<file path="src/rtl/mux_41_rr_scheduler.sv">
// Round-robin scheduler that time-shares a 4:1 mux between four requesters,
// holding each grant until release or until the hold limit expires.
module mux_41_rr_scheduler #(
  parameter int MAX_HOLD = 4,
  parameter int CNT_W    = 3
) (
  input  logic       clk,
  input  logic       rst_n,
  input  logic [3:0] req,
  input  logic [3:0] in,
  output logic [3:0] grant,
  output logic [1:0] select,
  output logic       valid,
  output logic       out,
  output logic       dbg_state
);

  typedef enum logic {
    S_IDLE  = 1'b0,
    S_GRANT = 1'b1
  } state_t;

  localparam logic [CNT_W-1:0] HOLD_LAST = CNT_W'(MAX_HOLD - 1);

  state_t           r_state;
  logic [1:0]       r_last;
  logic [CNT_W-1:0] r_cnt;
  logic [3:0]       r_grant;
  logic [1:0]       r_select;
  logic             r_valid;

  state_t           w_state_n;
  logic [1:0]       w_last_n;
  logic [CNT_W-1:0] w_cnt_n;
  logic [3:0]       w_grant_n;
  logic [1:0]       w_select_n;
  logic             w_valid_n;
  logic [1:0]       w_base;
  logic [1:0]       w_winner;
  logic             w_release;

  // First requester after base, wrapping; base itself is searched last.
  function automatic logic [1:0] rr_pick(input logic [3:0] r, input logic [1:0] base);
    logic [1:0] idx;
    logic       found;
    rr_pick = 2'd0;
    found   = 1'b0;
    for (int k = 1; k <= 4; k++) begin
      idx = base + 2'(k);
      if (!found && r[idx]) begin
        found   = 1'b1;
        rr_pick = idx;
      end
    end
  endfunction

  // While granted, the holder becomes the new "last" at release time.
  assign w_base    = (r_state == S_GRANT) ? r_select : r_last;
  assign w_winner  = rr_pick(req, w_base);
  assign w_release = !req[r_select] || (r_cnt == HOLD_LAST);

  always_comb begin
    w_state_n  = r_state;
    w_last_n   = r_last;
    w_cnt_n    = r_cnt;
    w_grant_n  = r_grant;
    w_select_n = r_select;
    w_valid_n  = r_valid;
    case (r_state)
      S_IDLE: begin
        if (|req) begin
          w_state_n  = S_GRANT;
          w_grant_n  = 4'b0001 << w_winner;
          w_select_n = w_winner;
          w_valid_n  = 1'b1;
          w_cnt_n    = '0;
        end
      end
      S_GRANT: begin
        if (w_release) begin
          w_last_n = r_select;
          w_cnt_n  = '0;
          if (|req) begin
            w_grant_n  = 4'b0001 << w_winner;
            w_select_n = w_winner;
          end else begin
            w_state_n = S_IDLE;
            w_grant_n = 4'b0000;
            w_valid_n = 1'b0;
          end
        end else begin
          w_cnt_n = r_cnt + 1'b1;
        end
      end
      default: begin
        w_state_n = S_IDLE;
        w_grant_n = 4'b0000;
        w_valid_n = 1'b0;
      end
    endcase
  end

  always_ff @(posedge clk or negedge rst_n) begin
    if (!rst_n) begin
      r_state  <= S_IDLE;
      r_last   <= 2'd3;
      r_cnt    <= '0;
      r_grant  <= 4'b0000;
      r_select <= 2'd0;
      r_valid  <= 1'b0;
    end else begin
      r_state  <= w_state_n;
      r_last   <= w_last_n;
      r_cnt    <= w_cnt_n;
      r_grant  <= w_grant_n;
      r_select <= w_select_n;
      r_valid  <= w_valid_n;
    end
  end

  assign grant     = r_grant;
  assign select    = r_select;
  assign valid     = r_valid;
  assign out       = r_valid ? in[r_select] : 1'b0;
  assign dbg_state = r_state;

endmodule

</file>
<file path="config.mk">
export PLATFORM = sky130hd
export DESIGN_NAME = mux_41_rr_scheduler
export DESIGN_NICKNAME = d
export VERILOG_FILES = /design/src/rtl/mux_41_rr_scheduler.sv
export SDC_FILE = /design/constraint.sdc
export NUM_CORES = 1
export LEC_CHECK = 0
export CAP_MARGIN = 25
export CORE_MARGIN = 2
export CORE_UTILIZATION = 42
export DETAILED_ROUTE_END_ITERATION = 16
export HOLD_SLACK_MARGIN = 0.06
export PLACE_DENSITY = 0.76
export SLEW_MARGIN = 20
export SYNTH_ARGS = -nofsm -noshare
export SYNTH_HDL_FRONTEND = slang
export SYNTH_SLANG_ARGS = --single-unit
</file>
<file path="constraint.sdc">
create_clock -name clk -period 1.43 [get_ports clk]
set_input_delay 0.286 -clock clk [delete_from_list [all_inputs] [get_ports clk]]
set_output_delay 0.286 -clock clk [all_outputs]
set_load 0.01 [all_outputs]
</file>
# Word level (Yosys, flattened, before mapping)
# Cells that the tools add are included.
# classes
addsub	4
magnitude_cmp	5
eq_ne	4
n_shift	1
n_mux	38
bitwise_logic	1
n_reduce_logical	12
# op_table
operator	n
< comparator 2 x 3 -> 1 bit, second input constant	5
2-to-1 mux 1 bit	15
2-to-1 mux 2 bit	7
binary-select mux 1 bit (select 2 bit)	6
2-to-1 mux 4 bit	3
case mux 4 bit (2 select lines)	1
2-to-1 mux 3 bit	2
case mux 3 bit (2 select lines)	1
adder 2 bit, second input constant	2
zero test 1 bit	4
!= test 2 bit, second input constant	2
case mux 1 bit (2 select lines)	2
case mux 2 bit (2 select lines)	1
AND reduction 2 bit	2
OR reduction 4 bit	1
left shift 1 x 2 -> 4 bit, first input constant	1
adder 3 x 1 -> 3 bit, second input constant	1
equality test 3 x 2 -> 1 bit, second input constant	1
logical AND 1 bit	3
AND reduction 3 bit	1
adder 2 x 1 -> 2 bit, second input constant	1
!= test 2 x 1 -> 1 bit, second input constant	1
logical OR 1 bit	1
inverter 1 bit	1
# totals
ff_bits	13
input_bits	10
elab_cells	71

# Logic depth before layout (Yosys ltp)
# logic_depth
ltp_word	18
depth_mapped	7

# Worst setup path after synthesis
# Ideal clock, no wire load.
# synth_path
kind	reg2reg
start	register r_select[1] (netlist: select[1])
end	register r_last[1]
arrival_time_ns	1.578
t_required_ns	1.348
path_slack_ns	-0.230
path_stages_with_launch	4
period_less_slack_ns	1.660
cell_sequence	dfrtp_1 -> mux4_2 -> a21boi_2 -> mux2_2
# synth_between
elab_chain_len	5
# synth_rtl
item	line_no	rtl
from (decl)	29	logic [1:0] r_select;
from (signal assigned)	116	r_select <= w_select_n;
binary-select mux 1 bit (select 2 bit)	60	assign w_release = !req[r_select] || (r_cnt == HOLD_LAST);
2-to-1 mux 1 bit (implied by the code)	60	
zero test 1 bit	60	
logical OR 1 bit	60	
AND reduction 2 bit (no line)	n/a	
to (signal assigned)	113	r_last <= w_last_n;
to (decl)	26	logic [1:0] r_last;
# Several ways; a longest one is shown, not always the timed one. The select of a mux whose other input is x is not followed.
# A chain may end at the register's enable or synchronous reset.

# Final worst setup path
# layout_path
start	register r_state (netlist: dbg_state)
end	register r_grant[2] (netlist: grant[2])
# layout_between
elab_chain_len	18
word_cells_on_any_way	34
cone_classes	add/sub (3); eq/ne (2); shift (1); mux (20); bitwise (1); reduce/logical (7)
# layout_rtl
item	line_no	rtl
from (decl)	25	state_t r_state;
from (signal assigned)	112	r_state <= w_state_n;
2-to-1 mux 2 bit	58	assign w_base = (r_state == S_GRANT) ? r_select : r_last;
adder 2 x 1 -> 2 bit	49	idx = base + 2'(k);
binary-select mux 1 bit (select 2 bit)	50	if (!found && r[idx]) begin
2-to-1 mux 1 bit (implied by the code)	50	
2-to-1 mux 1 bit	50	
zero test 1 bit	50	
logical AND 1 bit	50	
2-to-1 mux 1 bit	50	
(+2 left out)	n/a	
2-to-1 mux 1 bit	50	
zero test 1 bit	50	
logical AND 1 bit	50	
2-to-1 mux 2 bit	50	
left shift 1 x 2 -> 4 bit	73, 84	
2-to-1 mux 4 bit	83	if (|req) begin
2-to-1 mux 4 bit	80	if (w_release) begin
case mux 4 bit (2 select lines)	69	case (r_state)
to (signal assigned)	115	r_grant <= w_grant_n;
to (decl)	28	logic [3:0] r_grant;
# Several ways; a longest one is shown, not always the timed one. The select of a mux whose other input is x is not followed.

==> qor.yml <==
tightest_slew_ns: 0.3668
wl_per_cell_um: 15.84
fin_cells: 141
crit_chain: "buf_4 > mux2i_4 > a2bb2oi_1 > o211ai_1 > inv_1 > a32o_1"
preCtsSetupSlack_ns: -0.6647
hold_class: "primary input to asynchronous set/reset pin"
maxSlewViolCount: 0
dr.pass1.iters: 2
cts_sinks: 13
fin_area_mm2: 0.001294
synth_cell_types: 31
overflow: 0
maxCapViolCount: 0
dpl.cell_count: 132
nNetsFinal: 129
skew_ns: 0.004587
clkSlewWorstSetupHoldPaths_ns: 0.08
syn_area_per_cell_um2: 10.27
synth_top_cell_area_share_pct: 36.73
critical_path_class: "register to register"
powerDensity_mw_per_mm2: 1783
critPathLaunchType: "register"
p_sw_w: 0.0009231
root_buffer: "clkbuf_4"
layout_common_cells: "buf_4, dfrtp_1, dlygate4sd2_1"
finalCritPeriodShare_pct: 120.8
final_common_cell: "buf_4"
p_sw_share_pct: 40.02
timing.rr.end: "grant[2]"
p_seq_share_pct: 27.7
antenna_cells: 0
dpl_cell_area_mm2: 0.001099
critical_path.top_delay_family: "compound AO/OA/AOI/OAI gates"
layout-drive-gt1-share_pct: 50.00
gr-usage-all-layers_pct: 23.05
required_ns: 1.59
wl_mm: 2.233
fin_util_pct: 75.75
synth-seq-cells: 13
cp_max_fo: 3
critPathSlowestCell: "dfrtp_1"
synthCells: 73
ff2ff_path_depth: 6
critPathBufInv: 2
cp_data_arrival_time_ns: 1.89
die_h_um: 46.24
ys.flop_type: "dfrtp_1"
syn2layout_area_growth_pct: 72.62
die_x_um: 46.24
netlist_area_um2: 749.5
seq_area_frac_synth_pct: 43.74
grt_pass1_wl_mm: 3.360
min_period_ns: 1.727
fmax_ghz: 0.5790
max_stage_delay_ns: 0.41
gp_congestion: 0.8751
setup_slack_ns: -0.2971
reg2reg_slack_ns: -0.30
dieArea_mm2: 0.002138
worstSetupEndpointType: "register"
viasPerCell: 5.298
first_iter_violations: 8
core_mm2: 0.001708
reg2reg_from: "dbg_state"
clock_path_buffers: 2
status: "finished, violations left"
cts_tree: "yes"
netlist_top_cells_area: "dfrtp_1, dfstp_2, nand2_1"
p_int_w: 0.001383
via_count: 747
clk_latency_ns: 0.27
power.share.combinational_pct: 62.7
portBuffers: 18
leakage_nw: 0.5894
setup_violations: 11
async_flop_share_pct: 100.0
antenna_found_initial: 0
drc: 0
place.detailed.hpwl_mm: 1.478
hold_violations: 0
yosysTopAreaCell: "dfrtp_1"
io_pins: 19
vdd.ir_drop.worst_v: 0.001227
synth_warnings: 0
relSlewSlack_pct: 75.44
h-tree-depth: 1
power_w: 0.002306
cts_inserted_buffers: 3
violations: "setup timing"
placementRows: 15
grt_pass1_vias: 796
drtAntennaViolNets: 0
initial_core_util_pct: 43.88
clock_power_share_pct: 9.5
rsz0062_at_grt: "true"
syn_nets: 85
hold_buffers: 0
grt_max_degree: 14
synth-edff-count: 0
[power groups by stage]
stage | sequential [W] | combinational [W] | clock [W]
after floorplan | 0.000679 | 0.000616 | 0
after CTS | 0.000636 | 0.00129 | 0.000229
after global placement | 0.000634 | 0.00117 | 0
after detailed placement | 0.000641 | 0.00121 | 0
after global routing | 0.000654 | 0.00156 | 0.000255
final | 0.000639 | 0.00145 | 0.000220
[metal layers]
metal	track usage (%)	vias up	wire, µm
met1	23.34	368	832
li1	-	353	-
met5	0	-	0
met3	2.745	7	75
met4	14.86	0	61
met2	43.33	19	1264
[repair_timing]
item | CTS | global route
setup buffers | 4 | 3
hold endpoints to repair | 0 | 0
pin swaps | 13 | 5
gates resized for setup | 40 | 19
setup endpoints to repair | 21 | 15
[worst max-delay path by stage]
stage	from	cells past startpoint	slack (ns)	to
after floorplan	select[1]	3	-0.14	r_last[1]
after CTS	select[0]	3	-0.28	out
after global placement	in[1]	4	-0.64	out
after detailed placement	in[1]	4	-0.66	out
final	dbg_state	6	-0.30	grant[2]
after global routing	select[0]	3	-0.34	out
[through the flow]
stage                     setup TNS (ns)  hold slack, ns
final                             -2.027          0.3062
after global routing              -2.508          0.3143
after CTS                         -1.703          0.3041
after detailed placement          -6.699          0.4707
after global placement            -6.385          0.4654
after floorplan                  -0.6724       -0.009591
[cell type report]
| type | count | area (µm²) |
|---|---|---|
| flip-flops and latches | 13 | 329.1 |
| inverters | 7 | 26.28 |
| repair buffers | 41 | 372.9 |
| fillers | 120 | 414.1 |
| clock buffers | 3 | 22.52 |
| multi-input cells | 51 | 506.7 |
| well taps | 25 | 31.28 |
| clock inverters | 1 | 5.005 |
[state kept, by name (all words and copies together) (netlist names)]
signal and cells:
select 2, r_last 2, dbg_state 1, r_cnt 3, valid 1, grant 4
[worst register-to-register path: stages (launching register included)]
cell and delay [ns]:
dfrtp_1 0.41, buf_4 0.15, mux2i_4 0.22, a2bb2oi_1 0.09
o211ai_1 0.34, inv_1 0.16, a32o_1 0.25
[kinds of logic after synthesis]
logic type / after synthesis / share of synthesized area, %
AO/OA/AOI/OAI: 21 / 20.20
adder cells (fa/ha/maj): 2 / 3.338
buffers and inverters: 9 / 5.509
flip-flops: 13 / 43.74
multiplexers: 6 / 12.19
AND/OR/NAND/NOR: 22 / 15.03
[synth_stat cells, drive strengths merged (2+ instances only)]
cell type / instances
dfstp: 2
mux2i: 2
ha: 2
dfrtp: 11
nor2: 4
a21oi: 3
nand2: 10
inv: 7
mux2: 2
mux4: 2
a32o: 2
o21ai: 7
o31ai: 2
o211ai: 2
nand3: 3
No activity file was read; power rests on OpenSTA's default activity.
